`src/rtl/run_ctrl_pkg.sv`:
```
// Shared types and constants for the pipeline run controller.
package run_ctrl_pkg;

  typedef enum logic [1:0] {
    IDLE,
    RESET,
    RUN,
    DONE
  } run_state_t;

  localparam logic [31:0] PASS_CODE = 32'h1;

endpackage

```
`src/rtl/sat_counter.sv`:
```
// Up-counter with synchronous clear and enable that sticks at all-ones.
module sat_counter #(
  parameter int unsigned W = 8
) (
  input  logic         clk,
  input  logic         rst,
  input  logic         clr,
  input  logic         en,
  output logic [W-1:0] count,
  output logic [W-1:0] count_next_c
);

  // Next value is exposed so the owner can act on the post-increment count.
  always_comb begin
    count_next_c = count;
    if (clr) begin
      count_next_c = '0;
    end else if (en && (count != {W{1'b1}})) begin
      count_next_c = count + W'(1);
    end
  end

  always_ff @(posedge clk) begin
    if (rst) begin
      count <= '0;
    end else begin
      count <= count_next_c;
    end
  end

endmodule

```
`src/rtl/pipeline_run_controller.sv`:
```
// Sequences core reset, counts RUN cycles/retires and ends a test on tohost, budget or stall.
// Define RUN_CTRL_STALL_WDT_EN to build the retire-gap stall watchdog.
module pipeline_run_controller
  import run_ctrl_pkg::*;
#(
  parameter int unsigned RESET_CYCLES = 2,
  parameter int unsigned MAX_CYCLES   = 100,
  parameter int unsigned CNT_W        = 32,
  parameter logic [31:0] TOHOST_ADDR  = 32'h0000_1000,
  parameter int unsigned STALL_LIMIT  = 16
) (
  input  logic             i_Clk,
  input  logic             i_Reset,
  input  logic             i_Start,
  input  logic             i_Retire,
  input  logic             i_MemWrite,
  input  logic [31:0]      i_MemAddr,
  input  logic [31:0]      i_MemWData,
  output logic             o_CoreReset_n,
  output logic             o_Running,
  output logic             o_Done,
  output logic             o_Pass,
  output logic             o_Timeout,
  output logic             o_Stall,
  output logic [30:0]      o_FailCode,
  output logic [CNT_W-1:0] o_CycleCount,
  output logic [CNT_W-1:0] o_RetireCount
);

  localparam int unsigned RST_W = (RESET_CYCLES > 1) ? $clog2(RESET_CYCLES) : 1;

  run_state_t       state;
  logic [RST_W-1:0] rst_cnt;
  logic             start_clr;
  logic             in_run;
  logic             tohost_hit;
  logic             stall_hit;
  logic             timeout_hit;
  logic [CNT_W-1:0] cycle_next;
  logic [CNT_W-1:0] retire_next_unused;
  logic [1:0]       unused_addr_lsb;

  assign unused_addr_lsb = i_MemAddr[1:0];

  assign in_run    = (state == RUN);
  assign start_clr = i_Start && ((state == IDLE) || (state == DONE));

  assign tohost_hit  = in_run && i_MemWrite && (i_MemAddr[31:2] == TOHOST_ADDR[31:2]) && i_MemWData[0];
  assign timeout_hit = in_run && (cycle_next == CNT_W'(MAX_CYCLES));

  sat_counter #(.W(CNT_W)) u_cycle_cnt (
    .clk          (i_Clk),
    .rst          (i_Reset),
    .clr          (start_clr),
    .en           (in_run),
    .count        (o_CycleCount),
    .count_next_c (cycle_next)
  );

  sat_counter #(.W(CNT_W)) u_retire_cnt (
    .clk          (i_Clk),
    .rst          (i_Reset),
    .clr          (start_clr),
    .en           (in_run && i_Retire),
    .count        (o_RetireCount),
    .count_next_c (retire_next_unused)
  );

`ifdef RUN_CTRL_STALL_WDT_EN
  localparam int unsigned GAP_W = $clog2(STALL_LIMIT + 1);

  logic [GAP_W-1:0] gap_count_unused;
  logic [GAP_W-1:0] gap_next;

  // Gap restarts on every retire and whenever the core is outside RUN.
  sat_counter #(.W(GAP_W)) u_gap_cnt (
    .clk          (i_Clk),
    .rst          (i_Reset),
    .clr          (!in_run || i_Retire),
    .en           (in_run),
    .count        (gap_count_unused),
    .count_next_c (gap_next)
  );

  assign stall_hit = in_run && (gap_next == GAP_W'(STALL_LIMIT));
`else
  logic unused_stall_limit;
  assign unused_stall_limit = (STALL_LIMIT == 0);
  assign stall_hit          = 1'b0;
`endif

  // Run-state sequencer; all status outputs are registered here.
  always_ff @(posedge i_Clk) begin
    if (i_Reset) begin
      state         <= IDLE;
      rst_cnt       <= '0;
      o_CoreReset_n <= 1'b0;
      o_Running     <= 1'b0;
      o_Done        <= 1'b0;
      o_Pass        <= 1'b0;
      o_Timeout     <= 1'b0;
      o_Stall       <= 1'b0;
      o_FailCode    <= '0;
    end else begin
      case (state)
        IDLE, DONE: begin
          if (i_Start) begin
            state         <= RESET;
            rst_cnt       <= '0;
            o_CoreReset_n <= 1'b0;
            o_Running     <= 1'b0;
            o_Done        <= 1'b0;
            o_Pass        <= 1'b0;
            o_Timeout     <= 1'b0;
            o_Stall       <= 1'b0;
            o_FailCode    <= '0;
          end
        end
        RESET: begin
          if (rst_cnt == RST_W'(RESET_CYCLES - 1)) begin
            state         <= RUN;
            o_CoreReset_n <= 1'b1;
            o_Running     <= 1'b1;
          end else begin
            rst_cnt <= rst_cnt + RST_W'(1);
          end
        end
        RUN: begin
          // Coincident events resolve as hit, then stall, then timeout.
          if (tohost_hit) begin
            state      <= DONE;
            o_Running  <= 1'b0;
            o_Done     <= 1'b1;
            o_Pass     <= (i_MemWData == PASS_CODE);
            o_FailCode <= i_MemWData[31:1];
          end else if (stall_hit) begin
            state     <= DONE;
            o_Running <= 1'b0;
            o_Done    <= 1'b1;
            o_Pass    <= 1'b0;
            o_Stall   <= 1'b1;
          end else if (timeout_hit) begin
            state     <= DONE;
            o_Running <= 1'b0;
            o_Done    <= 1'b1;
            o_Timeout <= 1'b1;
          end
        end
        default: state <= IDLE;
      endcase
    end
  end

endmodule

```
`config.mk`:
```
export PLATFORM = sky130hd
export DESIGN_NAME = pipeline_run_controller
export DESIGN_NICKNAME = d
export VERILOG_FILES = /design/src/rtl/run_ctrl_pkg.sv /design/src/rtl/sat_counter.sv /design/src/rtl/pipeline_run_controller.sv
export SDC_FILE = /design/constraint.sdc
export NUM_CORES = 1
export LEC_CHECK = 0
export CORE_MARGIN = 5
export CORE_UTILIZATION = 45
export CTS_CLUSTER_SIZE = 20
export DETAILED_ROUTE_END_ITERATION = 8
export GPL_TIMING_DRIVEN = 0
export PLACE_DENSITY_LB_ADDON = 0.12
export SYNTH_ARGS = -nofsm -noshare
export SYNTH_HDL_FRONTEND = slang
export SYNTH_SLANG_ARGS = --single-unit
```
`constraint.sdc`:
```
create_clock -name i_Clk -period 4.7 [get_ports i_Clk]
set_input_delay 0.94 -clock i_Clk [delete_from_list [all_inputs] [get_ports i_Clk]]
set_output_delay 0.94 -clock i_Clk [all_outputs]
set_load 0.02 [all_outputs]
```
Word-level counts from Yosys, hierarchy flattened. Index checks and enable logic that the tools add are counted.

Register bits after elaboration: 103. Output and inout bits: 101. Logic and storage cells: 72.

Add/sub/neg operators: 3. Equality and inequality tests: 14. Mux-type cells: 25. Reduce and logical (&&, ||, !) cells: 20.

Operator list (number): $add A32 B1 Y32 const B (2); $mux W32 (2); $ne A32 B32 Y1 const B (2); $mux W31 (2); $pmux W31 S2 (1); $eq A32 B1 Y1 const B (1); $eq A32 B7 Y1 const B (1); $eq A30 B11 Y1 const B (1); $reduce_and A3 Y1 (4); $pmux W1 S2 (5); $mux W1 (9); $logic_and A1 B1 Y1 (8); $mux W2 (4); $ne A2 B2 Y1 const B (3); $pmux W2 S3 (1); $eq A2 B2 Y1 const B (2); $ne A2 B1 Y1 const B (2); $reduce_and A4 Y1 (1); $reduce_bool A2 Y1 (2); $reduce_or A2 Y1 (2); $ne A3 B1 Y1 const B (1); $pmux W1 S3 (1); $eq A2 B1 Y1 const B (1); $logic_not A2 Y1 (1); 3 further kinds (3).

Logic depth before layout (Yosys ltp). Gate-level depths: netlist of run 1.

Depth in word-level cells: 9. Gate-level depth with buffers: 12. Mapped depth without buffers: 11.

Modules after synthesis. From an unflattened synthesis of run 1, not the netlist that was laid out.

Cell total of the unflattened synthesis: 692. Area total of the unflattened synthesis: 5754.3 µm².

Modules (own cells, without submodules): sat_counter at u_cycle_cnt (instances 1, cells each 282, area each 2082.0 µm², seq. area each 640.6 µm²); sat_counter at u_retire_cnt (instances 1, cells each 255, area each 1995.7 µm², seq. area each 640.6 µm²); pipeline_run_controller (instances 1, cells each 155, area each 1676.6 µm², seq. area each 780.7 µm²).

Least setup slack after synthesis of run 1. OpenSTA, ideal clock, no wires.

Kind: register to register. Start point: register u_cycle_cnt.count[0]. End point: register state[0]. Setup time: 123 ps. Arrival time: 3183 ps. Required time: 4577 ps. Setup slack: 1394 ps. Cell stages (with the launch flop): 11. Path buffers: 0. Period minus slack after synthesis: 3306 ps. Path through: dfxtp_1 -> ha_1 -> nand3_4 -> nor4_4 -> nand4_4 -> and3_4 -> a211o_1 -> or4b_4 -> o21ba_1 -> nor4_2 -> mux2_1.

Longest elaborated chain between the ends: 8. Elaborated cells on any way between the ends: 9. Classes of those cells: 1 x add/sub; 3 x eq/ne; 2 x mux; 3 x reduce/logical.

Ends and longest elaborated chain: from (decl) (RTL line sat_counter.sv:9) `output logic [W-1:0] count,`; from (signal assigned) (RTL line sat_counter.sv:27) `count <= count_next_c;`; branches (longest 2 deep; another with $add A32 B1 Y32); $mux W32 (*) (RTL line sat_counter.sv:18) `end else if (en && (count != {W{1'b1}})) begin`; $mux W32 (*) (RTL line sat_counter.sv:16) `if (clr) begin`; $eq A32 B7 Y1 (*) (RTL line pipeline_run_controller.sv:49) `assign timeout_hit = in_run && (cycle_next == CNT_W'(MAX_CYCLES));`; $logic_and A1 B1 Y1 (*) (RTL line pipeline_run_controller.sv:49); $ne A3 B1 Y1 (no line) (*); $reduce_and A3 Y1 (no line) (*); to (signal assigned) (RTL line pipeline_run_controller.sv:95) `state <= IDLE;`; to (signal assigned) (RTL line pipeline_run_controller.sv:108) `state <= RESET;`; to (signal assigned) (RTL line pipeline_run_controller.sv:121) `state <= RUN;`; to (decl) (RTL line pipeline_run_controller.sv:32) `run_state_t state;`.

Every way passes the cells marked *. A chain may end at the register's enable or synchronous reset.

Worst setup path in the final report of run 1. Same ends and word-level chain as after synthesis.

==> results of run 1 <==
==> metrics by stage <==
stage | instance area, sq um | power (mW) | hold slack, ps
detailed placement | 7120 | 1.60 | 446
global route | 7420 | 2.48 | 474
finish | 7420 | 2.35 | 448
global placement | 7120 | 1.59 | 438
CTS | 7420 | 2.36 | 454
floorplan | 5280 | 1.36 | 485
==> area by class of cell <==
cell class | instances | area [sq um] | share of cell area, %
tap | 143 | 179 | 2.41
sequential | 103 | 2060 | 27.8
clock buffer | 11 | 243 | 3.27
inverter | 9 | 33.8 | 0.455
clock inverter | 4 | 55.1 | 0.742
timing repair buffer | 166 | 1660 | 22.4
buffer | 34 | 145 | 1.96
multi-input combinational | 507 | 3040 | 41.0
==> state kept, by name, indices dropped and copies added (netlist names) <==
register            flops
o_CoreReset_n           1
o_Done                  1
o_FailCode             31
o_Pass                  1
o_Running               1
o_Timeout               1
rst_cnt                 1
state                   2
u_cycle_cnt.count      32
u_retire_cnt.count     32
==> metal layers <==
metal	share of wire [%]	global-route usage, %
met4	1.7	7.60
met5	0	0
met2	48	36.6
met3	8.2	7.07
met1	42	26.7
==> path summary, 6_finish.rpt <==
path	startpoint	endpoint	slack (ps)
worst max-delay path	u_cycle_cnt.count[0]$_SDFF_PP0_	state[0]$_SDFFE_PP0P_	1010
worst min-delay path	o_FailCode[0]$_SDFFE_PP0P_	o_FailCode[0]$_SDFFE_PP0P_	450
worst max register to register	u_cycle_cnt.count[0]$_SDFF_PP0_	state[0]$_SDFFE_PP0P_	1010
worst min register to register	o_FailCode[0]$_SDFFE_PP0P_	o_FailCode[0]$_SDFFE_PP0P_	450
==> cells in the mapped netlist (4+ instances only) <==
cell type / count
nand4_1: 22
nor2b_1: 5
xnor2_1: 27
ha_1: 5
and2_1: 7
and4_1: 9
o21ai_0: 14
nand2b_1: 4
xor2_1: 31
buf_2: 7
or3_1: 12
a21oi_1: 52
nor4_1: 18
clkbuf_1: 24
dfxtp_1: 103
nand2_1: 68
nor2_1: 81
nor3_1: 14
and3_1: 14
inv_1: 9
nand3_1: 60
==> cell families after synthesis <==
kind of cell	count (synthesis)	share of synthesized area [%]
AOI/OAI and AO/OA	100	11.7
muxes	5	0.995
adders and majority gates	5	1.19
other	1	0.0710
buffers and inverters	43	3.39
and+or+nand+nor	338	34.0
DFF	103	39.1
xor gates and xnor gates	58	9.62
==> worst min-delay path: stages, from the launching register on <==
cell and delay, ps:
dfxtp_1 310, nand2_1 50, a21oi_1 50
==> power groups by stage <==
stage | clock [mW] | sequential [mW] | combinational (mW)
floorplan | 0 | 0.982 | 0.377
global placement | 0 | 0.956 | 0.633
detailed placement | 0 | 0.957 | 0.645
CTS | 0.775 | 0.937 | 0.649
global route | 0.814 | 0.940 | 0.721
finish | 0.759 | 0.937 | 0.650
==> run metrics, run 1 <==
CTS sink count 103; first-pass GRT wire length 25800 um; flops & latches, synth 103; antenna-violating nets left 0; DP Wirelength 12300 um; library cells used by synthesis 70; fin util 64.7%; DIE AREA 14000 sq um; most frequent cells in the layout clkdlybuf4s50_1 (166), dfxtp_1 (103), nor2_1 (81); CORE AREA 11500 sq um; # setup viols final 0; max_cap viols 0; Synth area leaders dfxtp_1 (39%), nor2_1 (5.8%), nand3_1 (5.7%), xor2_1 (5.1%), a21oi_1 (4.9%); maximum root-to-sink buffer count 2; Clock power frac 32.4%; WP data required 4930 ps; pin count of the biggest net entering global routing 17; Critical Path Slowest Stage Cell dfxtp_1; WHS Path Cells 2; WP depth 11; mean post-synth cell area 8.08 sq um; setup bufs post-CTS 0; grt total ovfl 0; Detailed Routing Iterations Pass 1 5; mapped cell area 5280 sq um; Slew headroom 42.1%; Crit path max-delay family simple AND/OR/NAND/NOR gates; Power Dens Cells 316 nW/um^2; CTS tree yes; layout cells sized above 1 5.28%; RSZ-0062 raised after global routing false; Hold WC Path Type register to register; Synth Warn # 0; Clock Tree Root clkbuf_16; Yosys top cell area share 39.1%; Die W 118 um; post-synthesis sequential area ratio 39.1%; Placed Instances 962; pre-CTS WS 1100 ps; NetSw 0.790 mW; RD Place Congestion 0.879; crit end category register; crit path time final 3690 ps; sequential share of power 39.9%; Total GRT Usage 22.0%; CP max stage delay 480 ps; Cell Rows 39; Internal 1.56 mW; classification of the worst setup path register to register; non-filler instance count after layout 977; max-slew violations 0; post-route setup slack 1010 ps; Synth Net Count 727; final hold vios 0; IO buf count 166; Setup TNS 0 ps; status complete, no violations; chip height 118 um; CP Cell Sequence ha_1 > nand3_4 > nor4_4 > nand4_4 > clkbuf_1 > nand4b_1 > a32oi_1 > nor4_1 > a311oi_1 > nor4_2 > mux2_1; peak supply drop 0.193 mV; Pleak 2.48 nW; H-tree levels 3; post-cts sizing count 0; most common cell after layout, fill and taps aside clkdlybuf4s50_1; Critical Path Fanout Max 10; vias in the first global route 5311; Tcrit/Tclk final 78.6%; Iter 0 DRT Violations 282; Sw Ratio 33.7%; Starting Density 46.0%; n_diodes 0; critical path launch point type register; DRC 0; Synth Instances 653; CTS hold repair buffers 0; I/O Pins 170; TritonCTS Buffers 9; DR vias/cell 5.59; worst-margin pin slew 861 ps; via count 5457; Crit path arrival time 3920 ps; routed len/inst 16.1 um; logic gate share of total power 27.7%; Max Clock Freq 0.271 GHz; Crit path buffers/inverters 1; area grow syn2layout 40.5%; Fill cells 1000; Post-Route WL 15800 um; clock-pin slew on the worst setup and hold paths 70 ps; Post-synth top flop dfxtp_1; Clk Latency, worst-skew pair 340 ps; R2R cell count 11; area leader, netlist dfxtp_1; Clock Skew 4.53 ps; post-synthesis async set-or-reset flop share 0%; initial antenna violation count 0; Layout Nets 904; number of enable flip-flop cells after synthesis 0
No activity file was read; power rests on OpenSTA's default activity.
==> run 2: changes to the inputs <==
--- a/config.mk
+++ b/config.mk
@@ -6,7 +6,7 @@
 export NUM_CORES = 1
 export LEC_CHECK = 0
 export CORE_MARGIN = 5
-export CORE_UTILIZATION = 45
+export CORE_UTILIZATION = 42
 export CTS_CLUSTER_SIZE = 20
 export DETAILED_ROUTE_END_ITERATION = 8
 export GPL_TIMING_DRIVEN = 0
==> constraint.sdc (replaced) <==
create_clock -name i_Clk -period 3.09 [get_ports i_Clk]
set_input_delay 0.618 -clock i_Clk [delete_from_list [all_inputs] [get_ports i_Clk]]
set_output_delay 0.618 -clock i_Clk [all_outputs]
set_load 0.02 [all_outputs]
==> run 2 against run 1 <==
  * The run now ends with setup timing left
  * Sequential power increased by 53%
  * Final cell count increased by 5.6%
  * Die area increased by 6.5%
  * Count of clock-buffer cells in the layout decreased by 2
  * Combinational power increased by 72%
  * Hold slack improved by 5.5 ps
  * Register-to-register slack got worse by 1100 ps
  * Critical path depth unchanged
  * Total power increased by 57%
  * Clock power increased by 49%
  * Critical path type unchanged
  * Critical endpoint unchanged
  * Largest power group unchanged
==> run metrics, run 2 (synthesis gave the netlist of run 1 again) <==
status complete, but fails checks; failing checks setup timing; Critical Path Fanout Max 4; layout cells sized above 1 14.1%; Pleak 2.71 nW; post-route setup slack -131 ps; Reg2Reg Setup Slack -130 ps; H-tree levels 3; # setup viols final 2; max_cap viols 0; I/O Pins 170; Power Dens Cells 463 nW/um^2; most frequent cells in the layout clkdlybuf4s50_1 (166), dfxtp_1 (89), nor2_1 (79); Hold WC Path Type register to register; classification of the worst setup path register to register; Tcrit/Tclk final 104%; Slew headroom 60.1%; grt total ovfl 0; Post-Route WL 16800 um; n_diodes 0; Clock Skew 7.98 ps; DRC 0; Detailed Routing Iterations Pass 1 5; RD Place Congestion 0.887; Setup TNS -150 ps; pin count of the biggest net entering global routing 20; Total GRT Usage 21.6%; DP Wirelength 12300 um; Max Clock Freq 0.310 GHz; Die W 122 um; Cell Rows 41; Clk Latency, worst-skew pair 350 ps; final hold vios 0; via count 5587; RSZ-0062 raised after global routing true; first-pass GRT wire length 26200 um; IO buf count 166; max-slew violations 0; TritonCTS Buffers 9; WP data required 3320 ps; peak supply drop 0.309 mV; Starting Density 42.3%; CTS tree yes; antenna-violating nets left 0; CTS sink count 103; vias in the first global route 5463; most common cell after layout, fill and taps aside clkdlybuf4s50_1; worst-margin pin slew 599 ps; CORE AREA 12500 sq um; Iter 0 DRT Violations 365; Clock Tree Root clkbuf_16; biggest regs u_cycle_cnt.count: 32 flops, u_retire_cnt.count: 32 flops, o_FailCode: 31 flops; Layout Nets 929; area grow syn2layout 50.4%; initial antenna violation count 0; DR vias/cell 5.41; Crit path arrival time 3450 ps; DIE AREA 14900 sq um; clock-pin slew on the worst setup and hold paths 70 ps; crit path time final 3220 ps; crit end category register; routed len/inst 16.2 um; critical path launch point type register; chip height 122 um; maximum root-to-sink buffer count 2; pre-CTS WS -361 ps
## run 2: cell count changes in the layout (fill, tap and decap cells not counted), moves of 4 or more
cell	before	now
buf_2	7	1
buf_4	2	27
clkbuf_1	25	17
clkbuf_2	1	6
clkbuf_4	0	5
dfxtp_1	103	89
dfxtp_2	0	11
nor4_4	1	5
## run 2: power breakdown
part / internal (mW) / total [mW] / switching (mW)
combinational: 0.414 / 1.12 / 0.702
clock: 0.567 / 1.13 / 0.561
sequential: 1.39 / 1.43 / 0.0462
## run 2: worst max-delay path: stages, from the launching register on
cell	delay [ps]
dfxtp_2	340
inv_2	70
ha_4	150
nand4_1	130
or3_4	390
nor3_4	200
nand4_1	250
mux2i_2	240
or4b_4	560
o21ba_4	250
nor4_4	220
mux2_4	320
## run 2: worst paths after layout
kind / startpoint / endpoint / depth (start not counted)
setup / recovery: state[0]$_SDFFE_PP0P_ / state[0]$_SDFFE_PP0P_ / 11
hold / removal: o_FailCode[0]$_SDFFE_PP0P_ / o_FailCode[0]$_SDFFE_PP0P_ / 2
setup reg to reg: state[0]$_SDFFE_PP0P_ / state[0]$_SDFFE_PP0P_ / 11
hold reg to reg: o_FailCode[0]$_SDFFE_PP0P_ / o_FailCode[0]$_SDFFE_PP0P_ / 2
## run 2: layout make-up
class / instances / area [sq um]
Tap cell: 172 / 215
Timing Repair Buffer: 192 / 1860
Inverter: 9 / 33.8
Buffer: 33 / 170
Sequential cell: 103 / 2090
Clock inverter: 7 / 68.8
Multi-Input combinational cell: 507 / 3270
Clock buffer: 9 / 225
Fill cell: 1106 / 4530
## run 2: layer usage
metal	GRT usage (%)	part of all wire [%]	vias up
li1	-	-	2743
met1	25.7	41	2621
met2	37.2	49	203
met3	6.50	8.5	20
met4	7.35	1.5	0
met5	0	0	-
## run 2: what timing repair did
action,in CTS,in global routing
setup endpoints to repair,5,41
pin swaps,9,21
setup buffers,14,12
gates resized for setup,27,43
hold buffers,0,0
## run 2: stage by stage
stage,power [mW],utilization [%],cells,hold slack [ps],instance area (sq um)
floorplan,2.08,-,653,485,5310
global placement,2.44,57.6,991,437,7180
detailed placement,2.45,57.6,991,445,7180
CTS,3.60,61.6,1021,456,7680
global route,3.86,63.7,1032,474,7940
finish,3.68,63.7,1032,454,7940
==> run 3: changes to the inputs <==
--- a/config.mk
+++ b/config.mk
@@ -5,6 +5,7 @@
 export SDC_FILE = /design/constraint.sdc
 export NUM_CORES = 1
 export LEC_CHECK = 0
+export CORE_ASPECT_RATIO = 0.8
 export CORE_MARGIN = 5
 export CORE_UTILIZATION = 42
 export CTS_CLUSTER_SIZE = 20
==> run 3 against run 2 <==
  * The flow still finishes with violations (setup timing)
  * Largest power group unchanged
  * Clock power rose by 9%
  * Global-route usage is 0.23 points higher
  * First-iteration DRC count increased by 9.0%
  * Final cell count up 0.29%
  * Core utilization rose by 1.6 points
  * Via count up 0.50%
  * Largest cell class unchanged
==> run metrics, run 3 (synthesis gave the netlist of run 1 again) <==
status complete, but fails checks; failing checks setup timing; Power Dens Cells 474 nW/um^2; vias in the first global route 5297; Total GRT Usage 21.9%; Clock Tree Root clkbuf_16; Setup TNS -478 ps; crit path time final 3260 ps; Fin Hold WS 457 ps; Tcrit/Tclk final 105%; Hold WC Path Type register to register; maximum root-to-sink buffer count 2; biggest regs u_cycle_cnt.count: 32 flops, u_retire_cnt.count: 32 flops, o_FailCode: 31 flops; IO buf count 166; DP Wirelength 12500 um; Reg2Reg Capture Point state[0]$_SDFFE_PP0P_; hold_sp o_FailCode[14]$_SDFFE_PP0P_; Max Clock Freq 0.307 GHz; post-route setup slack -167 ps; Max Used Layer met4; most common cell after layout, fill and taps aside clkdlybuf4s50_1; Reg2Reg Setup Slack -170 ps; Slew headroom 50.7%; CP max stage delay 560 ps; routed len/inst 16.6 um; max_cap viols 0; critical path launch point type register; Starting Density 43.1%; Critical Path Fanout Max 8; WHS Path Cells 2; via count 5615; crit end category register; I/O Pins 170; CP Cell Sequence buf_6 > nand4_1 > or3_4 > nor3_4 > nand4_1 > mux2i_4 > or4b_4 > o21ba_4 > nor4_4 > mux2_4; met2 routed WL 7890 um; Die W 135 um; # setup viols final 4; WP data required 3320 ps; chip height 110 um; area grow syn2layout 51.6%; Critical Path Slowest Stage Cell or4b_4; CORE AREA 12300 sq um; initial antenna violation count 0; max-slew violations 0; CTS sink count 103; TritonCTS Buffers 9; Crit path buffers/inverters 1; clock-pin slew on the worst setup and hold paths 80 ps; Placement Cell Area 7180 sq um; worst-margin pin slew 740 ps; Clock Skew 10.8 ps; fin util 65.3%; Layout Nets 933; Detailed Routing Iterations Pass 1 5; Crit path max-delay family simple AND/OR/NAND/NOR gates; most frequent CP cell nand4_1; Crit path arrival time 3480 ps; WL met3 1460 um; Cell Rows 36; first-pass GRT wire length 26300 um; R2R cell count 10; Final Instance Area 8000 sq um; classification of the worst setup path register to register; Clk Latency, worst-skew pair 350 ps; r2r startpoint u_cycle_cnt.count[2]$_SDFF_PP0_; peak supply drop 0.384 mV; hold path endpoint o_FailCode[14]$_SDFFE_PP0P_; DIE AREA 14900 sq um; pin count of the biggest net entering global routing 20; RD Place Congestion 0.950; Post-Route WL 17200 um; RSZ-0062 raised after global routing true; layout cells sized above 1 14.6%; Iter 0 DRT Violations 398; grt total ovfl 0; DRC 0; CTS tree yes; met1 wire length 7710 um; H-tree levels 3; n_diodes 0; DR vias/cell 5.43; antenna-violating nets left 0; most frequent cells in the layout clkdlybuf4s50_1 (166), dfxtp_1 (83), nor2_1 (77); final hold vios 0; Pleak 2.74 nW
-- run 3: cell count changes in the layout (fill, tap and decap cells not counted), moves of 3 or more --
cell and change:
clkbuf_4 -4, dfxtp_2 +4, dfxtp_1 -6, buf_4 +3, clkbuf_1 +3
-- run 3: how the worst max path moves through the flow --
stage / startpoint / to / slack (ps) / cells past startpoint
floorplan: state[0]$_SDFFE_PP0P_ / state[0]$_SDFFE_PP0P_ / 30 / 12
global placement: state[0]$_SDFFE_PP0P_ / state[0]$_SDFFE_PP0P_ / -410 / 12
detailed placement: u_cycle_cnt.count[10]$_SDFF_PP0_ / state[0]$_SDFFE_PP0P_ / -420 / 10
CTS: state[0]$_SDFFE_PP0P_ / state[0]$_SDFFE_PP0P_ / -100 / 12
global route: state[0]$_SDFFE_PP0P_ / state[0]$_SDFFE_PP0P_ / -260 / 11
finish: u_cycle_cnt.count[2]$_SDFF_PP0_ / state[0]$_SDFFE_PP0P_ / -170 / 10
-- run 3: what timing repair did --
item,CTS,global route
hold buffers,0,0
gates cloned,0,0
gates resized for setup,30,34
setup endpoints to repair,5,10
pin swaps,11,21
buffers inserted,11,20
-- run 3: worst reg2reg max path: cells and delay by family (launching register included) --
kind,cells,cell delay (ps)
DFF,1,340
buffers and inverters,1,130
muxes,2,610
and+or+nand+nor,6,1820
AOI/OAI and AO/OA,1,240
-- run 3: cell type report --
cell class | count | area [sq um]
inverter | 9 | 33.8
timing repair buffer | 196 | 1900
fill | 1010 | 4250
multi-input combinational | 507 | 3270
clock inverter | 6 | 87.6
clock buffer | 10 | 239
tap | 171 | 214
buffer | 33 | 160
sequential | 103 | 2100
-- run 3: power breakdown --
part	internal [mW]	switching (mW)
registers	1.39	0.0526
clock network	0.675	0.551
logic	0.419	0.711
-- run 3: per-stage QoR --
step,std cells,setup slack (ps),power [mW]
2_1_floorplan,653,26.4,2.08
3_5_place_dp,990,-415,2.45
3_3_place_gp,990,-409,2.45
6_report,1035,-167,3.80
4_1_cts,1017,-101,3.76
5_1_grt,1035,-259,3.99
-- run 3: per-layer routing --
layer / up-vias / GRT usage, %
met4: 0 / 4.32
met5: - / 0
met3: 13 / 5.90
met1: 2653 / 29.6
met2: 206 / 35.5
li1: 2743 / -
